$ cat config.mk
export PLATFORM = sky130hd
export DESIGN_NAME = pipe_stage_reg
export DESIGN_NICKNAME = d
export VERILOG_FILES = /design/src/rtl/pipe_pkg.sv /design/src/rtl/pipe_skid_buf.sv /design/src/rtl/pipe_stage_reg.sv
export SDC_FILE = /design/constraint.sdc
export NUM_CORES = 1
export LEC_CHECK = 0
export CORE_MARGIN = 5
export CORE_UTILIZATION = 43
export CTS_CLUSTER_SIZE = 12
export DETAILED_ROUTE_END_ITERATION = 12
export PLACE_DENSITY = 0.85
export SETUP_SLACK_MARGIN = 0.1
export SLEW_MARGIN = 20
export SYNTH_ARGS = -nofsm -noshare
export SYNTH_HDL_FRONTEND = slang
export SYNTH_SLANG_ARGS = --single-unit
$ cat constraint.sdc
create_clock -name clk -period 2.9 [get_ports clk]
set_input_delay 0.29 -clock clk [delete_from_list [all_inputs] [get_ports clk]]
set_output_delay 0.29 -clock clk [all_outputs]
set_load 0.03 [all_outputs]
$ cat src/rtl/pipe_pkg.sv
// Shared definitions for the handshaked pipeline stage registers:
// default widths, control-bundle field offsets and the stage bundle type.
package pipe_pkg;

    localparam int CTRL_W_DEFAULT = 10;
    localparam int DATA_W_DEFAULT = 64;

    // Bit offsets of the fields packed into the control bundle.
    localparam int RR_A3_SEL    = 0;
    localparam int RR_WR_EN     = 1;
    localparam int EXE_ALU_SRC2 = 2;
    localparam int EXE_ALU_OPER = 3;
    localparam int REG_D3_SEL   = 7;
    localparam int MEM_WR_EN    = 9;

    localparam logic [CTRL_W_DEFAULT-1:0] CTRL_NOP = '0;

    typedef struct packed {
        logic [CTRL_W_DEFAULT-1:0] ctrl;
        logic [DATA_W_DEFAULT-1:0] data;
    } stage_bundle_t;

endpackage

$ cat src/rtl/pipe_skid_buf.sv
// Second holding entry for pipe_stage_reg; catches the bundle accepted
// while the main entry is stalled and hands it back on the next emit.
module pipe_skid_buf
    import pipe_pkg::*;
#(
    parameter int CTRL_W = CTRL_W_DEFAULT,
    parameter int DATA_W = DATA_W_DEFAULT
) (
    input  logic              clk,
    input  logic              rst,
    input  logic              i_flush,
    input  logic              i_load,
    input  logic              i_unload,
    input  logic [CTRL_W-1:0] i_ctrl,
    input  logic [DATA_W-1:0] i_data,
    output logic              o_valid,
    output logic [CTRL_W-1:0] o_ctrl,
    output logic [DATA_W-1:0] o_data
);

    logic              r_valid;
    logic [CTRL_W-1:0] r_ctrl;
    logic [DATA_W-1:0] r_data;

    always_ff @(posedge clk) begin
        if (rst) begin
            r_valid <= 1'b0;
            r_ctrl  <= '0;
            r_data  <= '0;
        end else if (i_flush) begin
            r_valid <= 1'b0;
            r_ctrl  <= '0;
        end else if (i_load) begin
            r_valid <= 1'b1;
            r_ctrl  <= i_ctrl;
            r_data  <= i_data;
        end else if (i_unload) begin
            r_valid <= 1'b0;
            r_ctrl  <= '0;
        end
    end

    assign o_valid = r_valid;
    assign o_ctrl  = r_ctrl;
    assign o_data  = r_data;

endmodule

$ cat src/rtl/pipe_stage_reg.sv
// Parametrised valid/ready pipeline stage register with flush and a saturating
// stall counter. Define PIPE_STAGE_SKID_EN to add a skid entry (registered in_ready).
module pipe_stage_reg
    import pipe_pkg::*;
#(
    parameter int DATA_W = DATA_W_DEFAULT,
    parameter int CTRL_W = CTRL_W_DEFAULT,
    parameter int CNT_W  = 16
) (
    input  logic              clk,
    input  logic              rst,
    input  logic              in_valid,
    output logic              in_ready,
    input  logic [CTRL_W-1:0] in_ctrl,
    input  logic [DATA_W-1:0] in_data,
    output logic              out_valid,
    input  logic              out_ready,
    output logic [CTRL_W-1:0] out_ctrl,
    output logic [DATA_W-1:0] out_data,
    input  logic              flush,
    output logic [CNT_W-1:0]  stall_cnt
);

    logic              r_valid;
    logic [CTRL_W-1:0] r_ctrl;
    logic [DATA_W-1:0] r_data;
    logic [CNT_W-1:0]  r_stallCnt;

    logic              w_advance;
    logic              w_srcValid;
    logic [CTRL_W-1:0] w_srcCtrl;
    logic [DATA_W-1:0] w_srcData;

    // Main entry may take a new bundle when it is empty or being emitted.
    assign w_advance = !r_valid || out_ready;

`ifdef PIPE_STAGE_SKID_EN
    logic              w_skidValid;
    logic              w_skidLoad;
    logic [CTRL_W-1:0] w_skidCtrl;
    logic [DATA_W-1:0] w_skidData;

    assign w_skidLoad = in_valid && !w_skidValid && r_valid && !out_ready;

    pipe_skid_buf #(
        .CTRL_W (CTRL_W),
        .DATA_W (DATA_W)
    ) u_skid (
        .clk      (clk),
        .rst      (rst),
        .i_flush  (flush),
        .i_load   (w_skidLoad),
        .i_unload (r_valid && out_ready),
        .i_ctrl   (in_ctrl),
        .i_data   (in_data),
        .o_valid  (w_skidValid),
        .o_ctrl   (w_skidCtrl),
        .o_data   (w_skidData)
    );

    assign in_ready = !w_skidValid;

    // The skid entry is older than anything upstream, so it refills main first.
    always_comb begin
        w_srcValid = in_valid;
        w_srcCtrl  = in_ctrl;
        w_srcData  = in_data;
        if (w_skidValid) begin
            w_srcValid = 1'b1;
            w_srcCtrl  = w_skidCtrl;
            w_srcData  = w_skidData;
        end
    end
`else
    assign in_ready   = w_advance;
    assign w_srcValid = in_valid;
    assign w_srcCtrl  = in_ctrl;
    assign w_srcData  = in_data;
`endif

    always_ff @(posedge clk) begin
        if (rst) begin
            r_valid <= 1'b0;
            r_ctrl  <= '0;
            r_data  <= '0;
        end else if (flush) begin
            r_valid <= 1'b0;
            r_ctrl  <= '0;
        end else if (w_advance) begin
            r_valid <= w_srcValid;
            if (w_srcValid) begin
                r_ctrl <= w_srcCtrl;
                r_data <= w_srcData;
            end else begin
                r_ctrl <= '0;
            end
        end
    end

    // Counts stalled cycles independent of flush; only reset clears it.
    always_ff @(posedge clk) begin
        if (rst) begin
            r_stallCnt <= '0;
        end else if (r_valid && !out_ready && (r_stallCnt != '1)) begin
            r_stallCnt <= r_stallCnt + {{(CNT_W-1){1'b0}}, 1'b1};
        end
    end

    assign out_valid = r_valid;
    assign out_ctrl  = r_ctrl;
    assign out_data  = r_data;
    assign stall_cnt = r_stallCnt;

endmodule

### Yosys cells after proc, flatten, opt, wreduce, memory -nomap -nowiden

Cells that the tools add are included.

* output and inout bits: 92
* word-level logic and storage cells: 15
* register bits: 91
* input bits: 79

* equal/unequal tests: 1
* bitwise logic cells: 1
* multiplexer cells: 1
* $add $sub $neg: 1
* reduce and logical (&&, ||, !) cells: 7

Operators with widths (count)
* $add A16 B1 Y16 const B: 1
* $ne A16 B16 Y1 const B: 1
* $mux W10: 1
* $reduce_and A3 Y1: 1
* $logic_and A1 B1 Y1: 2
* $logic_not A1 Y1: 2
* $reduce_or A2 Y1: 1
* $logic_or A1 B1 Y1: 1
* $not A1 Y1: 1

### Depth between registers and ports, before layout

Gate-level depths: netlist (run 1).

* word-level depth: 3
* gate-level depth with buffers: 8
* mapped depth without buffers: 6

### Least setup slack after synthesis (run 1)

OpenSTA, ideal clock, no wires.

* kind: reg2reg
* start: reg r_stallCnt[0] (netlist: stall_cnt[0])
* end: reg r_stallCnt[15] (netlist: stall_cnt[15])
* slack: 0.990 ns
* library setup time: 0.121 ns
* cell stages (with the launch flop): 7
* period minus slack after synthesis: 1.910 ns
* path buffers: 0
* required time: 2.779 ns
* arrival time: 1.789 ns
* cell sequence: dfxtp_1 -> ha_1 -> and4_4 -> nand4bb_1 -> nand3_2 -> or3_1 -> mux2_4

* cells in the longest elaborated chain, start to end: 2
* elaborated cells on any way between the ends: 3
* classes of those cells: 1 x add/sub; 1 x eq/ne; 1 x reduce/logical

RTL lines
* start: declaration: line pipe_stage_reg.sv:27 `logic [CNT_W-1:0] r_stallCnt;`
* start signal: assignment: line pipe_stage_reg.sv:105 `r_stallCnt <= r_stallCnt + {{(CNT_W-1){1'b0}}, 1'b1};`
* parallel branches: the longest is 2 deep, another holds $add A16 B1 Y16

Several ways; the timed one is not identified.
A chain may end at the register's enable or synchronous reset.

### Worst setup path after layout (run 1)

* start: in out_ready
* end: out in_ready

* cells in the longest elaborated chain, start to end: 1

RTL lines
* start: declaration: line pipe_stage_reg.sv:17 `input logic out_ready,`
* $logic_or A1 B1 Y1: line pipe_stage_reg.sv:35 `assign w_advance = !r_valid || out_ready;`
* end: declaration: line pipe_stage_reg.sv:13 `output logic in_ready,`

Every way passes these cells.

==> results of run 1 <==
-- state kept, by name (all words and copies together), names as in the netlist --
| name | cells |
|---|---|
| out_valid | 1 |
| stall_cnt | 16 |
| out_data | 64 |
| out_ctrl | 10 |
-- layer usage --
layer	routed length, µm	vias to the layer above	global-route usage, %
met3	616	22	3.75
met4	263	0	7.88
met5	0	-	0
met1	4030	1566	24.4
met2	5000	133	34.8
li1	-	1699	-
-- per-stage QoR --
stage | power [W] | hold slack [ns]
floorplan | 0.00154 | 0.426
global placement | 0.00176 | 0.438
detailed placement | 0.00177 | 0.442
CTS | 0.00253 | 0.357
global route | 0.00262 | 0.365
finish | 0.00250 | 0.361
-- final timing paths --
path	end	depth (start not counted)	start	slack (ns)
setup / recovery	in_ready	4	out_ready	0.83
hold / removal	stall_cnt[5]$_SDFFE_PP0P_	2	rst	0.36
setup reg to reg	stall_cnt[15]$_SDFFE_PP0P_	6	stall_cnt[0]$_SDFFE_PP0P_	0.95
hold reg to reg	out_ctrl[5]$_SDFFE_PP0P_	2	out_ctrl[5]$_SDFFE_PP0P_	0.45
-- kinds of logic after synthesis --
kind of cell / Yosys count / share of synthesized area [%]
mux: 1 / 0.443
buf+inv: 30 / 3.88
fa+ha+maj: 1 / 0.369
xor+xnor: 10 / 2.58
flops: 91 / 53.7
simple gates: 207 / 26.9
compound gates: 82 / 12.1
-- area by class of cell --
type / count / area [µm²]
fill: 632 / 2360
sequential: 91 / 1820
timing repair buffer: 175 / 1750
multi-input combinational: 301 / 1440
clock buffer: 11 / 141
tap: 102 / 128
clock inverter: 5 / 37.5
inverter: 2 / 7.51
-- Yosys cell counts (all sizes together) --
cell type  instances  share of area [%]
nand4              5               0.92
or2                2               0.37
dfxtp             91                 54
nand2            144                 16
buf               18                2.5
inv                2               0.22
or4                1               0.22
xor2               4                1.0
and4               2               0.59
clkbuf            10                1.1
and4bb             1               0.48
nor3b              2               0.44
nand4bb            1               0.33
or3                3               0.55
nor2              17                1.9
xnor2              6                1.6
nor3               5               0.89
nand3b             1               0.22
mux2               1               0.44
nor4               1               0.18
o21ai              4               0.59
nand3             18                3.0
and3               2               0.52
a21oi             78                 12
ha                 1               0.37
nor2b              2               0.37
-- worst register-to-register path, stage by stage (launching register included) --
cell       delay (ns)
dfxtp_1          0.38
ha_1             0.26
and4_4           0.22
nand4bb_1        0.16
nand3_2          0.16
or3_1            0.36
mux2_4           0.30
-- where the power goes --
| group | switching, W | internal, W | total, W |
|---|---|---|---|
| sequential | 0.0000235 | 0.00129 | 0.00132 |
| clock | 0.000428 | 0.000339 | 0.000767 |
| combinational | 0.000214 | 0.000203 | 0.000416 |
==> results.sh, run 1 <==
export IMPL_drive_gt1_share_pct=5.30
export IMPL_critPathRequiredTime_ns=2.61
export IMPL_pin_count=171
export IMPL_synthDistinctLibCells=33
export IMPL_core_area_um2=7690
export IMPL_grt_max_degree=65
export IMPL_synth_area_um2=3390
export IMPL_syn_num_nets=502
export IMPL_utilization_pct=69.3
export IMPL_grt_pass1_wl_um=16100
export IMPL_clock_skew_ns=0.00725
export IMPL_path_max_fanout=19
export IMPL_clock_path_buffers=2
export IMPL_wirelength_um=9910
export IMPL_period_needed_ns=2.07
export IMPL_clock_sinks=91
export IMPL_cp_cell_sequence="clkdlybuf4s50_1 > nor2b_1 > inv_2 > clkdlybuf4s50_1"
export IMPL_tns_ns=0
export IMPL_drv_slew=0
export IMPL_cts_tree="done"
export IMPL_syn_to_final_growth_pct=57.1
export IMPL_period_share_pct=71.5
export IMPL_drc_errors=0
export IMPL_cts_max_level=3
export IMPL_numCtsBuffers=9
export IMPL_rsz0062_at_grt="no"
export IMPL_leakage_nw=1.85
export IMPL_critPathMaxStageDelay_ns=0.73
export IMPL_place_hpwl_um=7320
export IMPL_critPathBufInv=3
export IMPL_fmax_ghz=0.482
export IMPL_syn_avg_cell_area_um2=8.03
export IMPL_drtPass1Iterations=4
export IMPL_clkTransAtPathRegs_ns=0.08
export IMPL_vias=3420
export IMPL_fp_dieW_um=98.8
export IMPL_drv_cap=0
export IMPL_cts_hold_buf=0
export IMPL_arrival_ns=1.78
export IMPL_drt_initial_drc_count=121
export IMPL_place_area_um2=5140
export IMPL_root_buffer="clkbuf_8"
export IMPL_insertion_delay_ns=0.34
export IMPL_yosys_warnings=0
export IMPL_most_common_layout_cells="169 x clkdlybuf4s50_1, 144 x nand2_1, 91 x dfxtp_1, 78 x a21oi_1, 17 x nor2_1"
export IMPL_worst_setup_path_end_kind="output port"
export IMPL_worst_slack_ns=0.827
export IMPL_wl_per_cell_um=14.4
export IMPL_nets=660
export IMPL_path_delay_family="buffers and inverters"
export IMPL_final_hold_viol_count=0
export IMPL_cts_resized=0
export IMPL_grt_pass1_vias=3332
export IMPL_setup_worst_path_class="input port to output port"
export IMPL_slew_headroom_pct=57.6
export IMPL_ant_nets=0
export IMPL_status="finished clean"
export IMPL_ys_ff_latch=91
export IMPL_rows=32
export IMPL_tightest_slew_ns=0.636
export IMPL_gp_congestion=0.785
export IMPL_dp_cells=671
export IMPL_power_density_nw_per_um2=470
export IMPL_finalNonFillerCells=687
export IMPL_start_util_pct=44.1
export IMPL_layout_commonest_cell="clkdlybuf4s50_1"
export IMPL_grt_use_total_pct=20.1
export IMPL_post_cts_buffers=0
export IMPL_crit_top_cell="clkdlybuf4s50_1"
export IMPL_yosysSeqAreaShare_pct=53.7
export IMPL_max_vdd_ir_drop_mv=0.228
export IMPL_syn_inst=422
export IMPL_setup_viol=0
export IMPL_die_area_um2=9760
export IMPL_grt_overflow=0
export IMPL_diodes=0
export IMPL_die_h_um=98.8
export IMPL_portBuffers=170
export IMPL_cp_start_kind="input port"
export IMPL_hp_class="input port to flop"
export IMPL_cp_slowest_cell="clkdlybuf4s50_1"
export IMPL_post_place_ws_ns=0.690
export IMPL_stdcell_area_um2=5320
export IMPL_via_per_inst=4.98
export IMPL_antenna_found_initial=0
(Power assumes the default switching activity.)
==> run 2, diff against run 1 <==
Settings changed: CORE_UTILIZATION 43 to 40, PLACE_DENSITY 0.85 to 0.8.
Clock period 2.9 ns to 2.2 ns, I/O delays scaled along.
==> run 2 against run 1 <==
Worst hold slack got worse by 0.10 ns; clock power increased by 38%; via count decreased by 0.99%; non-clock buffer count increased by 2; register-to-register slack got worse by 0.68 ns; power increased by 34%; highest routed layer unchanged.
==> results.sh, run 2 (synthesized netlist as in run 1, its figures left out) <==
export IMPL_drive_gt1_share_pct=5.79
export IMPL_clkTransAtPathRegs_ns=0.09
export IMPL_cp_cell_sequence="nor2b_1 > inv_2 > clkdlybuf4s50_1"
export IMPL_ff2ff_setup_slack_ns=0.27
export IMPL_cp_slowest_cell="clkdlybuf4s50_1"
export IMPL_p_total_w=0.00335
export IMPL_stdcell_area_um2=5360
export IMPL_drtPass1Iterations=4
export IMPL_drv_cap=0
export IMPL_place_area_um2=5180
export IMPL_nets=662
export IMPL_grt_pass1_vias=3290
export IMPL_drt_initial_drc_count=122
export IMPL_diodes=0
export IMPL_clock_skew_ns=0.0108
export IMPL_cts_tree="done"
export IMPL_grt_pass1_wl_um=15800
export IMPL_start_util_pct=41.3
export IMPL_setup_worst_path_class="flop to output port"
export IMPL_portBuffers=170
export IMPL_numCtsBuffers=9
export IMPL_fp_dieW_um=102
export IMPL_vias=3386
export IMPL_path_delay_family="buffers and inverters"
export IMPL_worst_setup_path_end_kind="output port"
export IMPL_die_h_um=102
export IMPL_status="finished clean"
export IMPL_grt_overflow=0
export IMPL_grt_max_degree=65
export IMPL_slew_headroom_pct=70.5
export IMPL_leakage_nw=1.88
export IMPL_hp_class="input port to flop"
export IMPL_largest_reg_flops=64
export IMPL_tightest_slew_ns=0.439
export IMPL_cp_start_kind="flop"
export IMPL_syn_to_final_growth_pct=58.3
export IMPL_period_needed_ns=2.01
export IMPL_ant_nets=0
export IMPL_antenna_found_initial=0
export IMPL_critPathRequiredTime_ns=1.98
export IMPL_dp_cells=676
export IMPL_critPathBufInv=2
export IMPL_via_per_inst=4.89
export IMPL_wirelength_um=9830
export IMPL_grt_use_total_pct=18.8
export IMPL_cts_max_level=3
export IMPL_clock_sinks=91
export IMPL_insertion_delay_ns=0.35
export IMPL_die_area_um2=10400
export IMPL_post_cts_buffers=0
export IMPL_pin_count=171
export IMPL_drc_errors=0
export IMPL_clock_path_buffers=2
export IMPL_period_share_pct=91.1
export IMPL_utilization_pct=65.3
export IMPL_path_max_fanout=19
export IMPL_nFillCells=686
export IMPL_most_common_layout_cells="169 x clkdlybuf4s50_1, 144 x nand2_1, 91 x dfxtp_1, 78 x a21oi_1, 17 x nor2_1"
export IMPL_layout_commonest_cell="clkdlybuf4s50_1"
export IMPL_critPathMaxStageDelay_ns=0.73
export IMPL_core_area_um2=8220
export IMPL_power_density_nw_per_um2=625
export IMPL_wl_per_cell_um=14.2
export IMPL_cts_hold_buf=0
export IMPL_rows=33
export IMPL_rsz0062_at_grt="no"
export IMPL_finalNonFillerCells=692
export IMPL_place_hpwl_um=7190
export IMPL_final_hold_viol_count=0
export IMPL_arrival_ns=1.79
export IMPL_gp_congestion=0.820
export IMPL_root_buffer="clkbuf_8"
export IMPL_drv_slew=0
export IMPL_max_vdd_ir_drop_mv=0.363
export IMPL_fmax_ghz=0.499
export IMPL_cts_resized=0
export IMPL_tns_ns=0
export IMPL_setup_viol=0
[run 2: path summary, 6_finish.rpt]
check | start | to | cells past startpoint
setup / recovery | out_valid$_SDFFE_PP0P_ | in_ready | 3
hold / removal | rst | stall_cnt[4]$_SDFFE_PP0P_ | 2
setup reg to reg | stall_cnt[0]$_SDFFE_PP0P_ | stall_cnt[15]$_SDFFE_PP0P_ | 6
hold reg to reg | out_ctrl[9]$_SDFFE_PP0P_ | out_ctrl[9]$_SDFFE_PP0P_ | 2
[run 2: per-layer routing]
metal / up-vias / GRT usage (%) / routed length, µm / share of wire, %
li1: 1701 / - / - / -
met1: 1523 / 22.6 / 4020 / 41
met2: 148 / 31.2 / 4650 / 47
met3: 14 / 6.76 / 1020 / 10
met4: 0 / 6.46 / 146 / 1.5
met5: - / 0 / 0 / 0
[run 2: power by group]
part	switching (W)	total (W)	leakage, nW	internal (W)
clock network	0.000587	0.00106	0.0997	0.000477
registers	0.0000303	0.00174	0.741	0.00171
logic	0.000281	0.000553	1.04	0.000272
[run 2: stage by stage]
stage	setup slack, ns	hold WS (ns)
global placement	0.260	0.437
detailed placement	0.247	0.444
finish	0.195	0.257
floorplan	0.290	0.356
CTS	0.169	0.238
global route	0.117	0.264
[run 2: worst reg2reg max path: cells and delay by family (launching register included)]
| family | cells | cell delay [ns] |
|---|---|---|
| AND/OR/NAND/NOR | 4 | 0.88 |
| adder cells (fa/ha/maj) | 1 | 0.26 |
| flip-flops | 1 | 0.37 |
| multiplexers | 1 | 0.30 |
[run 2: cell type report]
class,count,area [µm²],area share [%]
clock buffer,11,151,2.82
clock inverter,5,36.3,0.676
sequential,91,1820,34.0
multi-input combinational,301,1440,26.9
timing repair buffer,177,1770,33.1
inverter,2,7.51,0.140
tap,105,131,2.45
==> RTL change: new RTL, settings of run 2 <==
Register the output `stall_cnt` once more, cleared by the reset; this adds one clock of latency there. The other outputs are not delayed to match.
--- a/src/rtl/pipe_stage_reg.sv
+++ b/src/rtl/pipe_stage_reg.sv
@@ -109,7 +109,13 @@
     assign out_valid = r_valid;
     assign out_ctrl  = r_ctrl;
     assign out_data  = r_data;
-    assign stall_cnt = r_stallCnt;
+    always_ff @(posedge clk) begin
+        if (rst) begin
+            stall_cnt <= '0;
+        end else begin
+            stall_cnt <= r_stallCnt;
+        end
+    end
 
 endmodule
 
Behaviour: not the same (Yosys sat finds a counterexample within 4 cycles, from zero or initial values and one cycle with rst high).
==> RTL change against run 2 <==
Synthesized area rose by 13%; critical endpoint unchanged; sequential cell count rose by 16; highest routed layer unchanged; critical path depth rose by 1; routed wire length rose by 7.1%; setup slack improved by 17 ps; design area rose by 9.2%; via count rose by 6.3%; first-iteration DRC count fell by 2.5%; total power rose by 10%.
==> RTL change: results (changes against run 2) <==
status: "completed"  # unchanged
routabilityCongestion: 0.796  # was 0.820
cts_buffers: 9  # unchanged
vias: 3601  # was 3,386
fin_nets: 698  # was 662
insertedDiodeCount: 0  # unchanged
drive_above_1_share_pct: 6.43  # was 5.79%
gr-usage-met1_pct: 20.8  # was 22.6%
avgSynthCellArea_um2: 8.40  # was 8.03 um2
placed_cells: 736  # was 676
dr.first_iter.drc_count: 119  # was 122
arrival_ps: 1770  # was 1790 ps
grt_pass1_wl_mm: 16.9  # was 15.8 mm
max-clock-path-buffers: 2  # unchanged
cts_repair_resize_count: 0  # unchanged
clock-skew-final_ps: 10.3  # was 10.8 ps
synth_commonest_cells: "nand2_1, dfxtp_1, a21oi_1, clkbuf_1, nor2b_1"  # was nand2_1, dfxtp_1, a21oi_1, nor2_1, nand3_1
hpwl_mm: 7.84  # was 7.19 mm
drtPass1Iterations: 6  # was 4
clock_latency_ps: 350  # about the same
power.leakage_nw: 2.09  # was 1.88 nW
synthTopCellsByArea: "dfxtp_1, nand2_1, a21oi_1"  # unchanged
path_max_fanout: 13  # was 19
slowest_delay_ps: 690  # was 730 ps
min_path_type: "primary input to flop"  # unchanged
timing.rr.end: "r_stallCnt[2]"  # was stall_cnt[15]
largest_register_ffs: 64  # unchanged
syn_nets: 535  # was 502
grtUsageMet2_pct: 30.5  # was 31.2%
postPlaceCellArea_um2: 5670  # was 5180 um2
ys_warn_count: 0  # unchanged
synthDistinctLibCells: 35  # was 33
cts_setup_buffers: 0  # unchanged
place_ws_ps: 203  # was 247 ps
htreeDepth: 3  # unchanged
reg2reg_slack_ps: 290  # was 270 ps
r2r_cells: 5  # was 6
ir_drop_uv: 394  # was 363 uV
track_usage_pct: 17.7  # was 18.8%
power-per-cell-area_nw_per_um2: 633  # was 625 nW/um2
fin_ws_ps: 212  # was 195 ps
tightest_slew_ps: 674  # was 439 ps
synthArstFlopShare_pct: 0  # unchanged
io_buffer_count: 170  # unchanged
stdcell_count: 751  # was 692
grt_use_met3_pct: 6.60  # was 6.76%
fillers: 833  # was 686
ys_seq_area_share_pct: 56.1  # was 53.7%
wire_per_inst_um: 14.0  # was 14.2 um
reg2reg_from: "r_stallCnt[1]"  # was stall_cnt[0]
-- RTL change: changes by cell type in the layout (fill, tap and decap cells not counted), sizes merged, moves of 3 or more --
cell           run 2  this run
buf                8        12
clkinv             4         1
dfxtp             91       107
inv                3         7
mux2               1         6
nand3             18        14
nor2              17        14
nor2b              2        16
nor3               5         9
xnor2              6         0
xor2               4         1
-- RTL change: how the worst min path moves through the flow --
stage	end	slack, ps	cells after the start
2_1_floorplan	stall_cnt[2]	300	1
3_3_place_gp	out_ctrl[5]	440	2
3_5_place_dp	out_ctrl[6]	440	2
4_1_cts	r_stallCnt[8]	380	2
5_1_grt	out_data[48]	380	3
6_report	r_stallCnt[8]	390	2
-- RTL change: final cells by class --
class / instances / area share (%)
well taps: 129 / 2.76
clock buffers: 10 / 2.35
inverters: 3 / 0.235
repair buffers: 181 / 30.8
clock inverters: 5 / 0.748
flip-flops and latches: 107 / 36.6
multi-input cells: 316 / 26.5
-- RTL change: kinds of logic (layout without fill, tap and decap cells) --
kind of cell	after synthesis	after routing	synth area share [%]
AOI/OAI and AO/OA	88	88	12.4
adders and majority gates	1	1	0.327
and+or+nand+nor	218	218	25.2
muxes	8	8	2.29
DFF	107	107	56.1
buffers and inverters	32	199	3.44
xor gates and xnor gates	1	1	0.229
-- RTL change: power breakdown --
group	total, mW	internal, mW	switching, mW
Sequential	2.03	2.00	0.0303
Combinational	0.563	0.275	0.288
Clock	1.12	0.456	0.660
Total	3.71	2.73	0.978
-- RTL change: per-layer routing --
metal | vias up | share of wire, %
met4 | 0 | 1.3
met2 | 131 | 49
met1 | 1629 | 41
li1 | 1828 | -
met3 | 13 | 8.7
met5 | - | 0
